### config.mk
export PLATFORM = sky130hd
export DESIGN_NAME = alu_arbiter
export DESIGN_NICKNAME = d
export VERILOG_FILES = /design/src/rtl/alu_arbiter_pkg.sv /design/src/rtl/alu.sv /design/src/rtl/alu_arbiter_rr_select.sv /design/src/rtl/alu_arbiter.sv
export SDC_FILE = /design/constraint.sdc
export NUM_CORES = 1
export LEC_CHECK = 0
export BUFFER_PORTS_ARGS = -buffer_cell sky130_fd_sc_hd__buf_4
export CORE_ASPECT_RATIO = 1.25
export CORE_UTILIZATION = 40
export CTS_CLUSTER_DIAMETER = 80
export DETAILED_ROUTE_END_ITERATION = 7
export PLACE_DENSITY = 0.68
export SYNTH_ARGS = -nofsm -noshare
export SYNTH_HDL_FRONTEND = slang
export SYNTH_SLANG_ARGS = --single-unit
### constraint.sdc
create_clock -name clk -period 2 [get_ports clk]
set_clock_uncertainty 0.1 [all_clocks]
set_input_delay 0.4 -clock clk [delete_from_list [all_inputs] [get_ports clk]]
set_output_delay 0.4 -clock clk [all_outputs]
set_load 0.01 [all_outputs]
### src/rtl/alu_arbiter_pkg.sv
// -----------------------------------------------------------------------------
// alu_arbiter_pkg
// Shared definitions for the ALU arbiter slice.
//   - ALU function codes (ALU_NOT, ALU_NAND, ALU_ADD, ALU_MUL)
//   - Sequencer FSM state encoding (ST_IDLE, ST_EXEC, ST_RESP)
// -----------------------------------------------------------------------------
package alu_arbiter_pkg;

    localparam logic [1:0] ALU_NOT  = 2'd0;
    localparam logic [1:0] ALU_NAND = 2'd1;
    localparam logic [1:0] ALU_ADD  = 2'd2;
    localparam logic [1:0] ALU_MUL  = 2'd3;

    typedef enum logic [1:0] {
        ST_IDLE = 2'd0,
        ST_EXEC = 2'd1,
        ST_RESP = 2'd2
    } arbState_t;

endpackage

### src/rtl/alu.sv
// -----------------------------------------------------------------------------
// alu
// Small combinational ALU shared by the arbiter.
// Ports:
//   a, b  : 2-bit operands
//   sel   : function code (NOT A, NAND, A+B, A*B)
//   y     : 4-bit result; logic results zero-extended, arithmetic exact
// -----------------------------------------------------------------------------
module alu
    import alu_arbiter_pkg::*;
(
    input  logic [1:0] a,
    input  logic [1:0] b,
    input  logic [1:0] sel,
    output logic [3:0] y
);

    always_comb begin
        y = '0;
        case (sel)
            ALU_NOT:  y = {2'b00, ~a};
            ALU_NAND: y = {2'b00, ~(a & b)};
            ALU_ADD:  y = {2'b00, a} + {2'b00, b};
            default:  y = {2'b00, a} * {2'b00, b};
        endcase
    end

endmodule

### src/rtl/alu_arbiter_rr_select.sv
// -----------------------------------------------------------------------------
// rr_select
// Combinational round-robin selector: picks the first set bit of req_valid
// searching upward from ptr, wrapping modulo N_REQ.
// Ports:
//   req_valid : per-requester valid bits
//   ptr       : highest-priority requester index for this cycle
//   grant     : one-hot grant (all zero when no request is valid)
//   grantIdx  : index of the granted requester (0 when none)
// -----------------------------------------------------------------------------
module rr_select #(
    parameter int N_REQ = 4,
    parameter int ID_W  = 2
) (
    input  logic [N_REQ-1:0] req_valid,
    input  logic [ID_W-1:0]  ptr,
    output logic [N_REQ-1:0] grant,
    output logic [ID_W-1:0]  grantIdx
);

    logic [ID_W:0]   sum;
    logic [ID_W-1:0] idx;

    // Walk the candidates from lowest priority to highest so the last match
    // written is the closest one to ptr.
    always_comb begin
        grant    = '0;
        grantIdx = '0;
        sum      = '0;
        idx      = '0;
        for (int k = N_REQ - 1; k >= 0; k--) begin
            sum = {1'b0, ptr} + (ID_W+1)'(k);
            if (sum >= (ID_W+1)'(N_REQ)) begin
                sum = sum - (ID_W+1)'(N_REQ);
            end
            idx = sum[ID_W-1:0];
            if (req_valid[idx]) begin
                grantIdx = idx;
            end
        end
        if (|req_valid) begin
            grant[grantIdx] = 1'b1;
        end
    end

endmodule

### src/rtl/alu_arbiter.sv
// -----------------------------------------------------------------------------
// alu_arbiter
// Round-robin arbiter/sequencer sharing one ALU between N_REQ requesters.
// One operation is in flight at a time: IDLE (grant) -> EXEC (ALU) -> RESP.
// Ports:
//   clk, nrst             : clock, asynchronous active-low reset
//   req_valid / req_ready : per-requester handshake (ready is one-hot or zero)
//   req_a, req_b, req_sel : packed 2-bit fields, requester i at [2i+1:2i]
//   rsp_valid / rsp_ready : response handshake
//   rsp_y, rsp_id         : ALU result and owning requester index
//   busy                  : high whenever the sequencer is not idle
//   op_cnt                : completed response handshakes, wraps at 256
// -----------------------------------------------------------------------------
module alu_arbiter
    import alu_arbiter_pkg::*;
#(
    parameter int N_REQ = 4,
    parameter int ID_W  = 2
) (
    input  logic                 clk,
    input  logic                 nrst,
    input  logic [N_REQ-1:0]     req_valid,
    output logic [N_REQ-1:0]     req_ready,
    input  logic [2*N_REQ-1:0]   req_a,
    input  logic [2*N_REQ-1:0]   req_b,
    input  logic [2*N_REQ-1:0]   req_sel,
    output logic                 rsp_valid,
    input  logic                 rsp_ready,
    output logic [3:0]           rsp_y,
    output logic [ID_W-1:0]      rsp_id,
    output logic                 busy,
    output logic [7:0]           op_cnt
);

    if (N_REQ < 2 || N_REQ > 4 || (1 << ID_W) < N_REQ) begin : gBadParams
        $error("alu_arbiter: N_REQ must be 2..4 and fit in ID_W bits");
    end

    arbState_t       state;
    logic [ID_W-1:0] ptr;
    logic [ID_W-1:0] opId;
    logic [1:0]      opA;
    logic [1:0]      opB;
    logic [1:0]      opSel;
    logic [3:0]      aluY;
    logic [N_REQ-1:0] grant;
    logic [ID_W-1:0] grantIdx;
    logic [ID_W:0]   fieldBase;
    logic            reqFire;

    rr_select #(
        .N_REQ (N_REQ),
        .ID_W  (ID_W)
    ) uSelect (
        .req_valid (req_valid),
        .ptr       (ptr),
        .grant     (grant),
        .grantIdx  (grantIdx)
    );

    // Grant is only offered in IDLE; gating with nrst keeps it quiet while
    // reset is asserted regardless of register state.
    assign req_ready = (nrst && state == ST_IDLE) ? grant : '0;
    assign reqFire   = |req_ready;
    assign fieldBase = {grantIdx, 1'b0};

    // The ALU only ever sees the captured operands, never live request inputs.
    alu uAlu (
        .a   (opA),
        .b   (opB),
        .sel (opSel),
        .y   (aluY)
    );

    always_ff @(posedge clk or negedge nrst) begin
        if (!nrst) begin
            state     <= ST_IDLE;
            ptr       <= '0;
            opId      <= '0;
            opA       <= '0;
            opB       <= '0;
            opSel     <= '0;
            rsp_valid <= 1'b0;
            rsp_y     <= '0;
            rsp_id    <= '0;
            busy      <= 1'b0;
            op_cnt    <= '0;
        end else begin
            case (state)
                ST_IDLE: begin
                    if (reqFire) begin
                        opA   <= req_a[fieldBase +: 2];
                        opB   <= req_b[fieldBase +: 2];
                        opSel <= req_sel[fieldBase +: 2];
                        opId  <= grantIdx;
                        busy  <= 1'b1;
                        state <= ST_EXEC;
                    end
                end
                ST_EXEC: begin
                    rsp_y     <= aluY;
                    rsp_id    <= opId;
                    rsp_valid <= 1'b1;
                    ptr       <= (opId == ID_W'(N_REQ - 1)) ? '0 : opId + 1'b1;
                    state     <= ST_RESP;
                end
                ST_RESP: begin
                    if (rsp_ready) begin
                        rsp_valid <= 1'b0;
                        busy      <= 1'b0;
                        op_cnt    <= op_cnt + 8'd1;
                        state     <= ST_IDLE;
                    end
                end
                default: begin
                    state <= ST_IDLE;
                end
            endcase
        end
    end

endmodule
==> impl_metrics.csv, run 1 <==
group,metric,value,unit
outcome,status,"finished with violations",
outcome,violations,"negative setup slack",
clocking,cts_root_buf,"clkbuf_8",
timing,slew_headroom,65.7,%
run,drv_cap,0,
finish,fin_nets,264,
placement,dpl_cell_area,2140,sq um
timing,finalSetupViolCount,4,
floorplan,num_rows,25,
yosys,ys_seq_area_share,43.4,%
finish,multi_input_area,892,sq um
yosys,yosys-top-cells-area,"dfrtp_1, nand2_1, mux2i_1, ha_1, o21ai_0",
yosys,synth_seq_cells,28,
clocking,cts_buffer_depth,2,
yosys,yosysTopAreaCell,"dfrtp_1",
timing,fin_ws,-0.0823,ns
yosys,ys_warn_count,0,
yosys,synth_cells,158,
clocking,hold_buffers,0,
setup_path,critPathLaunchType,"register",
setup_path,worstPathRequired,1.50,ns
placement,gp_congestion,0.872,
setup_path,endpoint_kind,"primary output",
global_routing,grt_pass1_wl,6380,um
setup_path,path_max_fanout,5,
pwr,peakVddDrop,0.514,mV
setup_path,worstPathArrival,1.58,ns
finish,fillers,355,
pwr,powerDensity,1180,nW/um^2
finish,area_delta_synth_final,38.8,%
route,drt_iter0_drc,41,
yosys,synth-edff-count,0,
timing,worst_pin_slew,0.515,ns
route,drc,0,
floorplan,design.portCount,51,
setup_path,path_class,"reg2out",
global_routing,grt_start_max_net_pins,29,
clocking,clock_latency,0.27,ns
clocking,h-tree-depth,1,
pwr,power,2640,uW
global_routing,overflow,0,
route,drt_pass1_iterations,4,
timing,fin_crit_sh,104,%
route,avgRoutedWirePerCell,13.2,um
global_routing,gr-usage-all-layers,19.3,%
yosys,synth_nets,196,
timing,report.final.hold_viol_count,0,
timing,hold_slack,0.0381,ns
yosys,synth_common_cells,"dfrtp_1, nand2_1, o21ai_0, mux2i_1, nand3_1",
placement,port_buffers,50,
yosys,syn_avg_cell_area,10.2,sq um
yosys,synthFlopType,"dfrtp_1",
pwr,p_leak,0.00111,uW
placement,dp_hpwl,2980,um
clocking,clkSlewWorstSetupHoldPaths,0.09,ns
clocking,cts_tree,"built",
global_routing,grt_pass1_vias,1480,
floorplan,core,3820,sq um
route,antenna_left,0,
yosys,ys_async_sr_fraction,100,%
floorplan,die_h,73.0,um
finish,regArea,702,sq um
floorplan,die_w,58.8,um
timing,min_period,2.08,ns
clocking,cts_num_sinks,28,
timing,max_clock_freq,480,MHz
timing,finalMaxSlewViolations,0,
route,vias_per_cell,5.17,
yosys,yosys.area.top_type_share,43.4,%
timing,rsz0062_at_grt,"true",
placement,dp_slack,-0.0603,ns
global_routing,antenna_found_initial,0,
floorplan,initial_utilization,42.3,%
finish,drive_above_1_share,43.1,%
finish,antenna_cells,0,
floorplan,die_area,4290,sq um
yosys,syn_area,1610,sq um
route,vias,1443,
yosys,synth.distinct_cells,37,
clocking,cts_buffers,3,
min_path,hp-class,"in2async",
finish,final_cell_area,2240,sq um
route,routed_wl,3670,um
## timing repair
item | 4_1_cts | 5_1_grt
setup endpoints to repair | 4 | 5
cloned | 0 | 0
buffers inserted | 3 | 0
gates resized for setup | 6 | 1
pin swaps | 4 | 1
## final timing paths
check | from | slack [ns] | depth (start not counted) | to
worst max-delay path | ptr[1] | -0.08 | 6 | req_ready[2]
worst min-delay path | nrst | 0.04 | 2 | rsp_id[0]
worst max register to register | opB[0] | 0.10 | 5 | rsp_y[1]
worst min register to register | op_cnt[7] | 0.39 | 1 | op_cnt[7]
max in group asynchronous | nrst | 1.49 | 2 | ptr[1]
min in group clk | rsp_ready | 0.24 | 2 | state[1]
## registers in the layout (all words and copies together) (netlist names), 2 cells and up
signal  count
opId        2
op_cnt      8
rsp_y       4
opSel       2
rsp_id      2
state       2
opB         2
opA         2
ptr         2
## through the flow
stage	std cells	TNS (ns)	util (%)
floorplan	158	0	-
global placement	272	0	56.0
detailed placement	272	-0.155	56.0
CTS	279	-0.388	58.6
global route	279	-0.626	58.7
finish	279	-0.254	58.7
## power breakdown
| part | internal (uW) | switching, uW | total [uW] |
|---|---|---|---|
| combinational | 692 | 595 | 1290 |
| clock | 176 | 172 | 348 |
| sequential | 784 | 222 | 1010 |
## layout by cell type, fill, tap and decap left out, types with 5 or more instances in the layout
cell	Yosys	final
o21ai_0	12	12
dfrtp_1	28	27
mux2i_1	8	8
o31a_2	6	6
o211ai_1	6	6
nand3_1	7	7
nand2_1	28	26
buf_4	0	67
and4_1	6	6
ha_1	6	5
## cell type report
cell class	count	area share [%]
clock buffers	4	2.46
inverters	5	0.838
multi-input cells	121	39.9
repair buffers	67	22.5
well taps	54	3.02
flip-flops and latches	28	31.4
## critical path, stage by stage (launching register included)
cell	delay (ns)
dfrtp_2	0.45
mux2i_2	0.18
nor2_2	0.16
nor3_4	0.06
buf_4	0.14
nor3_1	0.17
buf_4	0.15
## cells by family (layout without fill, tap and decap cells)
family | Yosys count | in the layout | synth area share (%)
AO/OA/AOI/OAI | 31 | 31 | 13.9
buffers and inverters | 9 | 76 | 2.71
multiplexers | 14 | 14 | 10.0
AND/OR/NAND/NOR | 62 | 62 | 20.2
adder cells (fa/ha/maj) | 7 | 7 | 5.90
flip-flops | 28 | 28 | 43.4
XOR/XNOR | 7 | 7 | 3.80
## per-layer routing
layer | track usage [%] | up-vias | wire [um]
met1 | 21.5 | 679 | 1480
met4 | 8.20 | 0 | 90
met2 | 36.2 | 60 | 1910
met5 | 0 | - | 0
met3 | 2.13 | 9 | 189
li1 | - | 695 | -
(Power assumes the default switching activity.)
==> run 2: changes to the inputs <==
- CELL_PAD_IN_SITES_DETAIL_PLACEMENT: default -> 1
- CELL_PAD_IN_SITES_GLOBAL_PLACEMENT: default -> 1
- CORE_UTILIZATION: 40 -> 34
- CTS_BUF_LIST: default -> sky130_fd_sc_hd__clkbuf_4 sky130_fd_sc_hd__clkbuf_8 sky130_fd_sc_hd__clkbuf_16
- PLACE_DENSITY: 0.68 -> 0.75
==> impl_metrics.csv, run 2 (synthesis results as in run 1) <==
group,metric,value,unit
pwr,p_leak,0.00111,uW
finish,fin_nets,266,
timing,worst_pin_slew,0.514,ns
timing,max_clock_freq,459,MHz
setup_path,path_max_fanout,5,
global_routing,grt_pass1_wl,7400,um
route,drt_pass1_iterations,3,
route,avgRoutedWirePerCell,15.6,um
finish,antenna_cells,0,
finish,final_common_cell,"buf_4",
clocking,cts_buffer_depth,2,
placement,gp_congestion,0.770,
timing,min_period,2.18,ns
floorplan,initial_utilization,35.9,%
outcome,violations,"negative setup slack",
finish,drive_above_1_share,44.7,%
setup_path,endpoint_kind,"primary output",
global_routing,antenna_found_initial,0,
global_routing,gr-usage-all-layers,18.8,%
setup_path,ff2ff_setup_slack,0.04,ns
pwr,seqPwrFrac,37.8,%
setup_path,worstPathArrival,1.68,ns
run,drv_cap,0,
pwr,powerDensity,1190,nW/um^2
pwr,power.internal,1660,uW
timing,rsz0062_at_grt,"true",
timing,hold_slack,0.0502,ns
timing,fin_crit_sh,109,%
placement,port_buffers,50,
route,vias,1449,
floorplan,design.portCount,51,
floorplan,die_area,5020,sq um
floorplan,die_w,63.6,um
clocking,clkSlewWorstSetupHoldPaths,0.09,ns
setup_path,crit_end,"req_ready[1]",
route,antenna_left,0,
finish,largest_reg_flops,8,
pwr,p_sw,1050,uW
setup_path,crit_path_start,"ptr[1]",
global_routing,grt_start_max_net_pins,29,
finish,regArea,703,sq um
clocking,cts_num_sinks,28,
route,routed_wl,4430,um
placement,dp_hpwl,3350,um
timing,finalSetupViolCount,4,
timing,report.final.hold_viol_count,0,
timing,slew_headroom,65.7,%
min_path,hp-class,"in2async",
clocking,hold_buffers,0,
global_routing,grt_pass1_vias,1632,
setup_path,r2r-start,"ptr[1]",
timing,fin_ws,-0.176,ns
floorplan,num_rows,27,
setup_path,r2r_end,"opA[0]",
clocking,clock_latency,0.27,ns
finish,area_delta_synth_final,40.7,%
pwr,peakVddDrop,0.485,mV
finish,reg.largest.list,"op_cnt (8), rsp_y (4)",
pwr,comb_power_share,51.2,%
finish,fin_cells,284,
setup_path,worstPathRequired,1.50,ns
outcome,status,"finished with violations",
global_routing,overflow,0,
floorplan,core,4490,sq um
route,drc,0,
placement,dp.cells,276,
clocking,cts_root_buf,"clkbuf_8",
finish,final_cell_mix,"buf_4, nand2_1, dfrtp_1",
setup_path,path_class,"reg2out",
pwr,p_sw_share,38.7,%
clocking,h-tree-depth,1,
route,drt_iter0_drc,29,
pwr,p_clk_share,10.9,%
clocking,cts_buffers,3,
finish,multi_input_area,916,sq um
finish,regMostFlops,"op_cnt",
route,vias_per_cell,5.10,
clocking,cts_tree,"built",
finish,fillers,524,
floorplan,die_h,79.0,um
timing,finalMaxSlewViolations,0,
setup_path,critPathLaunchType,"register",
setup_path,reg2regPathDepth,7,
==> run 2: cell count changes in the layout (fill, tap and decap cells not counted) <==
cell,change
mux2i_2,-1
nand3_2,+1
mux2i_4,+1
dfrtp_1,-1
clkbuf_8,-1
o21ai_0,-4
nand3_1,-1
dfrtp_2,+1
o21ai_1,+4
nor2_2,-1
nor3_2,+1
nor2_4,+1
nor3_1,-1
buf_4,+2
==> run 2: power by group through the flow <==
stage	logic [uW]	registers, uW	clock network [uW]
floorplan	741	1000	0
global placement	1220	1010	0
detailed placement	1280	1020	0
CTS	1340	1020	302
global route	1530	1060	326
finish	1390	1020	295
==> run 2: metal layers <==
| layer | share of wire, % | up-vias | routed length (um) | global-route usage [%] |
|---|---|---|---|---|
| li1 | - | 701 | - | - |
| met1 | 40 | 700 | 1780 | 20.7 |
| met2 | 56 | 44 | 2460 | 37.3 |
| met3 | 3.1 | 4 | 138 | 2.01 |
| met4 | 1.1 | 0 | 50 | 4.77 |
| met5 | 0 | - | 0 | 0 |
==> run 2: repair_timing <==
item | CTS | global route
setup endpoints to repair | 4 | 11
setup buffers | 3 | 2
gates resized for setup | 9 | 7
endpoints found under the hold margin | 0 | 0
pin swaps | 3 | 0
cloned | 0 | 0
==> run 2: layout make-up <==
| type | instances | area share (%) |
|---|---|---|
| tap | 58 | 3.20 |
| sequential | 28 | 31.0 |
| clock buffer | 3 | 1.82 |
| inverter | 5 | 0.827 |
| multi-input combinational | 121 | 40.4 |
| timing repair buffer | 69 | 22.8 |
==> run 2: metrics by stage <==
step                util, %  cell area [sq um]  power, uW  setup WS (ns)   TNS (ns)
floorplan                 -               1610       1740         0.0294          0
global placement       47.6               2140       2220      -0.000456  -0.000456
detailed placement     47.6               2140       2300         -0.122     -0.461
CTS                    49.9               2240       2660        -0.0772     -0.220
global route           50.5               2270       2920         -0.295      -1.08
finish                 50.5               2270       2700         -0.176     -0.665
==> run 2: worst min path at each step <==
stage / endpoint / slack, ns / depth (start not counted)
floorplan: busy / 0.004 / 0
global placement: ptr[0] / 0.34 / 2
detailed placement: state[0] / 0.35 / 2
CTS: ptr[0] / 0.06 / 2
global route: state[0] / 0.06 / 2
finish: state[0] / 0.05 / 2
==> run 2: critical path, stage by stage, from the launching register on <==
cell and delay [ns]:
dfrtp_2 0.45, mux2i_4 0.28, nor2_2 0.09, nor3_4 0.22, nand2_2 0.12, a21oi_2 0.12, buf_4 0.13
==> run 3: changes to the inputs <==
- SLEW_MARGIN: default -> 20
- clock period: 2 -> 1.87 ns (I/O delays scaled with it)
==> impl_metrics.csv, run 3 (synthesis results as in run 1) <==
group,metric,value,unit
global_routing,grt_start_max_net_pins,29,
pwr,peakVddDrop,0.503,mV
timing,finalMaxSlewViolations,0,
clocking,h-tree-depth,1,
setup_path,endpoint_kind,"primary output",
global_routing,overflow,0,
setup_path,r2r-start,"opA[0]",
global_routing,grt_pass1_wl,7330,um
placement,dp_slack,-0.153,ns
route,avgRoutedWirePerCell,15.2,um
timing,tns,-0.745,ns
placement,dp_hpwl,3560,um
finish,final_common_cell,"buf_4",
pwr,p_leak,0.00115,uW
finish,antenna_cells,0,
floorplan,initial_utilization,35.9,%
floorplan,die_w,63.6,um
clocking,clkSlewWorstSetupHoldPaths,0.09,ns
finish,regMostFlops,"op_cnt",
timing,fin_crit_sh,111,%
finish,final_core_util,52.3,%
setup_path,critPathLaunchType,"register",
finish,fin_nets,271,
timing,hold_slack,0.0113,ns
pwr,p_sw,1140,uW
floorplan,num_rows,27,
setup_path,ff2ff_setup_slack,0,ns
outcome,violations,"negative setup slack",
finish,largest_reg_flops,8,
setup_path,r2r_end,"rsp_y[1]",
route,antenna_left,0,
timing,rsz0062_at_grt,"true",
route,vias,1475,
timing,worst_pin_slew,0.541,ns
setup_path,worstPathArrival,1.61,ns
clocking,cts_buffer_depth,2,
finish,drive_above_1_share,48.7,%
placement,gp_congestion,0.799,
floorplan,core,4490,sq um
finish,area_delta_synth_final,45.8,%
route,vias_per_cell,5.09,
route,routed_wl,4400,um
run,drv_cap,0,
timing,min_period,2.08,ns
finish,regArea,702,sq um
global_routing,antenna_found_initial,0,
timing,finalSetupViolCount,4,
global_routing,grt_pass1_vias,1597,
min_path,hp-class,"in2async",
setup_path,path_max_fanout,5,
pwr,comb_power_share,51.9,%
global_routing,gr-usage-all-layers,18.4,%
setup_path,worstPathRequired,1.40,ns
floorplan,die_area,5020,sq um
floorplan,design.portCount,51,
timing,max_clock_freq,480,MHz
outcome,status,"finished with violations",
floorplan,die_h,79.0,um
placement,port_buffers,50,
pwr,seqPwrFrac,36.0,%
finish,final_cell_mix,"buf_4, dfrtp_1, nand2_1",
setup_path,path_class,"reg2out",
placement,dp.cells,282,
finish,reg.largest.list,"op_cnt (8), rsp_y (4)",
timing,slew_headroom,64.0,%
route,drc,0,
finish,fin_cells,290,
clocking,cts_tree,"built",
setup_path,crit_path_start,"ptr[1]",
clocking,cts_buffers,3,
pwr,powerDensity,1280,nW/um^2
finish,fillers,504,
timing,report.final.hold_viol_count,0,
pwr,p_clk_share,12.1,%
route,drt_pass1_iterations,4,
clocking,cts_num_sinks,28,
clocking,clock_latency,0.27,ns
pwr,p_sw_share,37.9,%
clocking,cts_root_buf,"clkbuf_8",
pwr,power.internal,1880,uW
route,drt_iter0_drc,47,
timing,fin_ws,-0.213,ns
finish,multi_input_area,935,sq um
setup_path,reg2regPathDepth,5,
==> run 3: cell count changes in the layout (fill, tap and decap cells not counted), sizes merged <==
cell    change
buf         +5
clkbuf      +1
==> run 3: area by class of cell <==
type                       count  share of cell area, %
tap                           58                   3.09
multi-input combinational    121                   39.8
clock buffer                   4                   2.34
inverter                       5                  0.798
timing repair buffer          74                   24.2
sequential                    28                   29.9
==> run 3: metal layers <==
metal,vias up,GRT usage (%),wire length (um)
li1,709,-,-
met3,2,2.01,146
met5,-,0,0
met4,0,2.95,15
met1,714,21.5,1780
met2,50,35.7,2450
==> run 3: how the worst max path moves through the flow <==
stage | to | slack, ns | depth (start not counted)
finish | req_ready[0] | -0.21 | 6
global route | req_ready[1] | -0.28 | 6
CTS | req_ready[1] | -0.21 | 6
detailed placement | req_ready[3] | -0.15 | 7
global placement | req_ready[3] | -0.08 | 7
floorplan | req_ready[3] | -0.01 | 5
==> run 3: through the flow <==
step | power (uW) | area, sq um
detailed placement | 2540 | 2200
global placement | 2440 | 2200
floorplan | 1870 | 1620
finish | 3020 | 2350
CTS | 2980 | 2310
global route | 3260 | 2350
==> run 3: power by group through the flow <==
stage	sequential (uW)	combinational [uW]	clock, uW
after global routing	1130	1730	398
after detailed placement	1090	1450	0
final	1090	1570	366
after floorplan	1070	795	0
after CTS	1090	1520	379
after global placement	1070	1370	0
==> run 3: critical path, cell delays in order (launching register included) <==
cell     delay [ns]
dfrtp_2        0.46
mux2i_4        0.21
nor2_2         0.18
nor3_4         0.06
buf_4          0.15
nor3b_2        0.15
buf_4          0.14
==> run 3: repair_timing <==
item,in CTS,in global routing
pin swaps,4,3
endpoints found under the setup margin,5,11
setup buffers,3,1
gates resized for setup,13,10
hold buffers,0,0
